==> src/rtl/fetch_pkg.sv <==
// Shared definitions for the instruction fetch stage:
// FSM state encoding, default PC/NOP constants and address helpers.
package fetch_pkg;

    localparam int XLEN = 32;
    localparam logic [31:0] RESET_PC = 32'h0000_0000;
    localparam logic [31:0] NOP_INSTR = 32'h0000_0013;

    typedef enum logic [1:0] {
        REQ,
        WAIT,
        HOLD
    } fetch_state_t;

    function automatic logic [XLEN-1:0] word_align(
        input logic [XLEN-1:0] addr
    );
        return {addr[XLEN-1:2], 2'b00};
    endfunction

endpackage

==> src/rtl/next_pc_sel.sv <==
// Next-PC select: flush_pc, branch/jump target or pc+4, word-aligned.
// Ports: pc_plus4, pc_target, flush_pc, take_branch, flush in;
//        next_pc (aligned) and misaligned (source had addr[1:0]!=0) out.
module next_pc_sel
    import fetch_pkg::*;
#(
    parameter int XLEN = fetch_pkg::XLEN
) (
    input  logic [XLEN-1:0] pc_plus4,
    input  logic [XLEN-1:0] pc_target,
    input  logic [XLEN-1:0] flush_pc,
    input  logic            take_branch,
    input  logic            flush,
    output logic [XLEN-1:0] next_pc,
    output logic            misaligned
);

    always_comb begin
        next_pc = pc_plus4;
        misaligned = 1'b0;
        if (flush) begin
            next_pc = {flush_pc[XLEN-1:2], 2'b00};
            misaligned = |flush_pc[1:0];
        end else if (take_branch) begin
            next_pc = {pc_target[XLEN-1:2], 2'b00};
            misaligned = |pc_target[1:0];
        end
    end

endmodule

==> src/rtl/instr_fetch_unit.sv <==
// Fetch stage: holds the PC, requests words over a valid/ready imem port,
// presents one instruction at a time and redirects on retire or flush.
// Ports: clk/reset; imem_req_* / imem_resp_* memory side; instr_valid,
//        instr, pc, pc_plus4, instr_ready, PCSrc, pc_target to the
//        datapath; flush/flush_pc redirect; misaligned status pulse.
module instr_fetch_unit #(
    parameter int               XLEN      = fetch_pkg::XLEN,
    parameter logic [XLEN-1:0] RESET_PC  = fetch_pkg::RESET_PC,
    parameter logic [31:0]     NOP_INSTR = fetch_pkg::NOP_INSTR
) (
    input  logic            clk,
    input  logic            reset,
    output logic            imem_req_valid,
    input  logic            imem_req_ready,
    output logic [XLEN-1:0] imem_req_addr,
    input  logic            imem_resp_valid,
    input  logic [31:0]     imem_resp_data,
    output logic            instr_valid,
    output logic [31:0]     instr,
    output logic [XLEN-1:0] pc,
    output logic [XLEN-1:0] pc_plus4,
    input  logic            instr_ready,
    input  logic            PCSrc,
    input  logic [XLEN-1:0] pc_target,
    input  logic            flush,
    input  logic [XLEN-1:0] flush_pc,
    output logic            misaligned
);

    import fetch_pkg::*;

    fetch_state_t    state;
    fetch_state_t    state_nxt;
    logic [XLEN-1:0] fetch_pc;
    logic [XLEN-1:0] fetch_pc_nxt;
    logic [XLEN-1:0] pc_q;
    logic [XLEN-1:0] pc_plus4_q;
    logic [31:0]     instr_reg;
    logic            drop_pending;
    logic            drop_nxt;
    logic            misaligned_q;
    logic            misaligned_nxt;
    logic            capture;
    logic            req_fire;
    logic            retire;
    logic [XLEN-1:0] sel_pc;
    logic            sel_misaligned;

    // A stale response still owed by memory blocks new requests so
    // that responses can never be paired with the wrong address.
    assign imem_req_valid = (state == REQ) && !drop_pending && !reset;
    assign imem_req_addr  = fetch_pc;
    assign req_fire       = imem_req_valid && imem_req_ready;
    assign retire         = (state == HOLD) && instr_ready;

    next_pc_sel #(
        .XLEN(XLEN)
    ) u_next_pc_sel (
        .pc_plus4   (pc_plus4_q),
        .pc_target  (pc_target),
        .flush_pc   (flush_pc),
        .take_branch(retire && PCSrc),
        .flush      (flush),
        .next_pc    (sel_pc),
        .misaligned (sel_misaligned)
    );

    always_comb begin
        state_nxt      = state;
        fetch_pc_nxt   = fetch_pc;
        drop_nxt       = drop_pending;
        capture        = 1'b0;
        misaligned_nxt = sel_misaligned && (flush || retire);
        if (drop_pending && imem_resp_valid) begin
            drop_nxt = 1'b0;
        end
        if (flush) begin
            state_nxt    = REQ;
            fetch_pc_nxt = sel_pc;
            // A request is in flight (or just accepted) with no
            // response this cycle: its answer must be thrown away.
            if ((state == WAIT && !imem_resp_valid) || req_fire) begin
                drop_nxt = 1'b1;
            end
        end else begin
            unique case (state)
                REQ: begin
                    if (req_fire) begin
                        state_nxt = WAIT;
                    end
                end
                WAIT: begin
                    if (imem_resp_valid) begin
                        state_nxt = HOLD;
                        capture   = 1'b1;
                    end
                end
                HOLD: begin
                    if (instr_ready) begin
                        state_nxt    = REQ;
                        fetch_pc_nxt = sel_pc;
                    end
                end
                default: begin
                    state_nxt = REQ;
                end
            endcase
        end
    end

    always_ff @(posedge clk) begin
        if (reset) begin
            state        <= REQ;
            fetch_pc     <= RESET_PC;
            drop_pending <= 1'b0;
            misaligned_q <= 1'b0;
            pc_q         <= RESET_PC;
            pc_plus4_q   <= RESET_PC + XLEN'(4);
            instr_reg    <= NOP_INSTR;
        end else begin
            state        <= state_nxt;
            fetch_pc     <= fetch_pc_nxt;
            drop_pending <= drop_nxt;
            misaligned_q <= misaligned_nxt;
            if (req_fire) begin
                pc_q       <= fetch_pc;
                pc_plus4_q <= fetch_pc + XLEN'(4);
            end
            if (capture) begin
                instr_reg <= imem_resp_data;
            end
        end
    end

    assign instr_valid = (state == HOLD);
    assign instr       = instr_valid ? instr_reg : NOP_INSTR;
    assign pc          = pc_q;
    assign pc_plus4    = pc_plus4_q;
    assign misaligned  = misaligned_q;

endmodule
==> config.mk <==
export PLATFORM = sky130hd
export DESIGN_NAME = instr_fetch_unit
export DESIGN_NICKNAME = d
export VERILOG_FILES = /design/src/rtl/fetch_pkg.sv /design/src/rtl/next_pc_sel.sv /design/src/rtl/instr_fetch_unit.sv
export SDC_FILE = /design/constraint.sdc
export NUM_CORES = 1
export LEC_CHECK = 0
export BUFFER_PORTS_ARGS = -buffer_cell sky130_fd_sc_hd__buf_4
export CAP_MARGIN = 20
export CORE_MARGIN = 2
export CORE_UTILIZATION = 46
export CTS_BUF_LIST = sky130_fd_sc_hd__clkbuf_4 sky130_fd_sc_hd__clkbuf_8
export CTS_CLUSTER_DIAMETER = 30
export DETAILED_ROUTE_END_ITERATION = 8
export PLACE_DENSITY = 0.79
export SETUP_SLACK_MARGIN = 0.05
export SYNTH_ARGS = -nofsm -noshare
export SYNTH_HDL_FRONTEND = slang
export SYNTH_HIERARCHICAL = 1
export SYNTH_SLANG_ARGS = --single-unit
export TNS_END_PERCENT = 50
==> constraint.sdc <==
create_clock -name clk -period 2.2 [get_ports clk]
set_clock_uncertainty 0.15 [all_clocks]
set_input_delay 0.44 -clock clk [delete_from_list [all_inputs] [get_ports clk]]
set_output_delay 0.44 -clock clk [all_outputs]
set_load 0.01 [all_outputs]
==> flow_summary.toml <==
[outcome]
status = "complete, no violations"

[critical_path]
worstReg2RegStart = "imem_req_addr[2]"
required_ns = 2.40
crit_end = "pc_plus4[21]"
worstSetupPathType = "reg2reg"
r2r_cells = 5
r2r_end = "pc_plus4[21]"
path_max_fanout = 6
crit_start = "imem_req_addr[2]"
regToRegSetupSlack_ns = 0.05
arrival_ns = 2.35
end_kind = "flip-flop"
cp-start-kind = "flip-flop"

[clock_tree]
cts_tree = "built"
clkTransAtPathRegs_ns = 0.08
cts_max_path_buffers = 2
root_buffer = "clkbuf_8"
htreeDepth = 4
worst_skew_pair.late_latency_ns = 0.44
clock-sinks = 130
cts_made_buffers = 17
cts_hold_buf = 0

[worst_hold_path]
min_path_type = "in2reg"
hold_depth = 3

[timing]
finalCriticalPeriod_ns = 2.15
whs_ns = 0.0715
slew_viol_final = 0
fmax_mhz = 465
tightestPinTransition_ns = 0.963
fin_ws_ns = 0.0478
final.setup.tns_ns = 0
fin_crit_sh_pct = 97.8
rsz0062_at_grt = "true"
finalSetupViolCount = 0
slew_headroom_pct = 35.6
hold_violations = 0

[detailed_routing]
drt_iter0_drc = 401
wl_per_cell_um = 15.7
via_per_inst = 5.27
routed_wl_um = 18900
drcViolationCount = 0
drtAntennaViolNets = 0
first_pass_iters = 5
via_count = 6355

[placement]
dp_slack_ns = -0.0492
place.detailed.hpwl_um = 12600
dpl_cell_area_um2 = 8120
io_buffers = 233
gp_congestion = 0.844

[synth]
ys.flop_type = "dfxtp_1"
yosysWarnings = 6
synthesis.area_per_instance_um2 = 7.68
synth.top_cell.area_share_pct = 43.3
ys_ff_latch = 130
yosys.area.top_type = "dfxtp_1"
synth_cell_types = 45
synth_cells = 783
synth_seq_area_share_pct = 43.3
synth_area_um2 = 6020
synth.area.top_cells = "dfxtp_1 (43%), nand2_1 (15%), a21oi_1 (8.2%), mux2i_1 (5.0%), and2_1 (3.2%)"
syn_nets = 887
synth_edf_count = 0
ys_async_sr_fraction_pct = 0

[grt]
grt_max_degree = 131
grt_usage_pct = 25.5
grt_pass1_vias = 5895
overflow = 0
grt_pass1_wl_um = 29100
antenna_found_initial = 0

[cells_and_area]
drive_gt1_share_pct = 33.7
layout-area-overhead-vs-synth_pct = 45.7
seq_area_um2 = 2620
multi_input_area_um2 = 3160
fin_area_um2 = 8770
fin_util_pct = 69.2
fin_nets = 1127
fillers = 1081
antenna_cells = 0

[floorplanning]
core_um2 = 12700
dieHeight_um = 118
die_area_um2 = 14000
io_pins = 234
die_w_um = 118
row_count = 41
start_util_pct = 47.5

[power_and_ir_drop]
p_leak_nw = 3.54
irDropWorstVdd_mv = 0.444
p_per_area_nw_per_um2 = 632

[run]
maxCapViolCount = 0
logic make-up (layout without fill, tap and decap cells):
| kind of cell | Yosys count | in the layout | synth area share (%) |
|---|---|---|---|
| simple gates | 358 | 358 | 26.6 |
| fa+ha+maj | 1 | 1 | 0.208 |
| mux | 30 | 30 | 4.99 |
| buf+inv | 72 | 324 | 5.93 |
| flops | 130 | 130 | 43.3 |
| compound gates | 180 | 180 | 17.3 |
| xor+xnor | 12 | 12 | 1.75 |
layout make-up:
class                   instances  share of cell area, %
clock buffers                  22                   3.38
clock inverters                 9                   1.74
inverters                       6                  0.257
multi-input cells             581                   36.0
flip-flops and latches        130                   29.9
well taps                     172                   2.45
repair buffers                287                   26.3
worst min path at each step:
stage / slack [ns] / startpoint / end
2_1_floorplan: 0.28 / instr_reg[0] / instr_reg[0]
3_3_place_gp: 0.29 / instr_reg[11] / instr_reg[11]
3_5_place_dp: 0.29 / instr_reg[11] / instr_reg[11]
4_1_cts: 0.05 / imem_resp_data[1] / instr_reg[1]
5_1_grt: 0.06 / imem_resp_data[1] / instr_reg[1]
6_report: 0.07 / imem_resp_data[4] / instr_reg[4]
report_power, final:
part | leakage, nW | switching, mW | internal, mW
Sequential | 1.06 | 0.0710 | 2.44
Combinational | 2.25 | 0.371 | 0.364
Clock | 0.220 | 0.938 | 1.36
Total | 3.54 | 1.38 | 4.16
cells in the mapped netlist (all sizes together), types with 4 or more instances:
library cell    n
nand3b          4
buf            21
inv             6
o21ai          37
nor3            4
a311oi         14
nand4           6
nor3b           4
nand3          10
and2           31
nor2           31
nor4            4
or4            11
clkbuf         45
o31ai          10
a21oi          99
or3             4
nand2         236
a211oi         12
mux2i          30
xor2            7
xnor2           5
dfxtp         130
critical path, cell delays in order (launching register included):
cell and delay, ns:
dfxtp_4 0.37, and4_1 0.20, or4b_4 0.52, buf_8 0.16, or4_1 0.46, a311oi_1 0.22
stage by stage:
step	total power [mW]	instances
2_1_floorplan	2.88	783
3_3_place_gp	3.27	1166
3_5_place_dp	3.28	1166
4_1_cts	5.55	1200
5_1_grt	5.73	1207
6_report	5.54	1207
placed cells by master (no fill, tap or decap), drive strengths merged, types with 2 or more instances in the layout:
cell	instances
o31ai	10
clkbuf	25
clkinv	2
a21oi	99
nand3	10
nand2	236
nor2	31
nand3b	4
a211oi	12
o31a	2
a311oi	14
nand4	6
and2	31
nor4	4
xor2	7
bufinv	4
o21ai	37
and4	3
or3	4
mux2i	30
clkinvlp	3
inv	6
buf	284
and3	3
or4	11
nor3b	4
nor3	4
dfxtp	130
xnor2	5
nand2b	3
nor2b	2
layer usage:
metal | wire [um] | track usage (%) | up-vias
met5 | 0 | 0 | -
met4 | 214 | 6.77 | 0
met3 | 1740 | 7.87 | 15
met2 | 9100 | 42.5 | 258
met1 | 7860 | 32.1 | 2945
li1 | - | - | 3137
timing repair:
action,4_1_cts,5_1_grt
resized for setup,9,11
gates cloned,0,3
hold endpoints to repair,0,0
pin swaps,6,15
endpoints found under the setup margin,42,41
setup buffers,3,4
No activity file was read; power rests on OpenSTA's default activity.
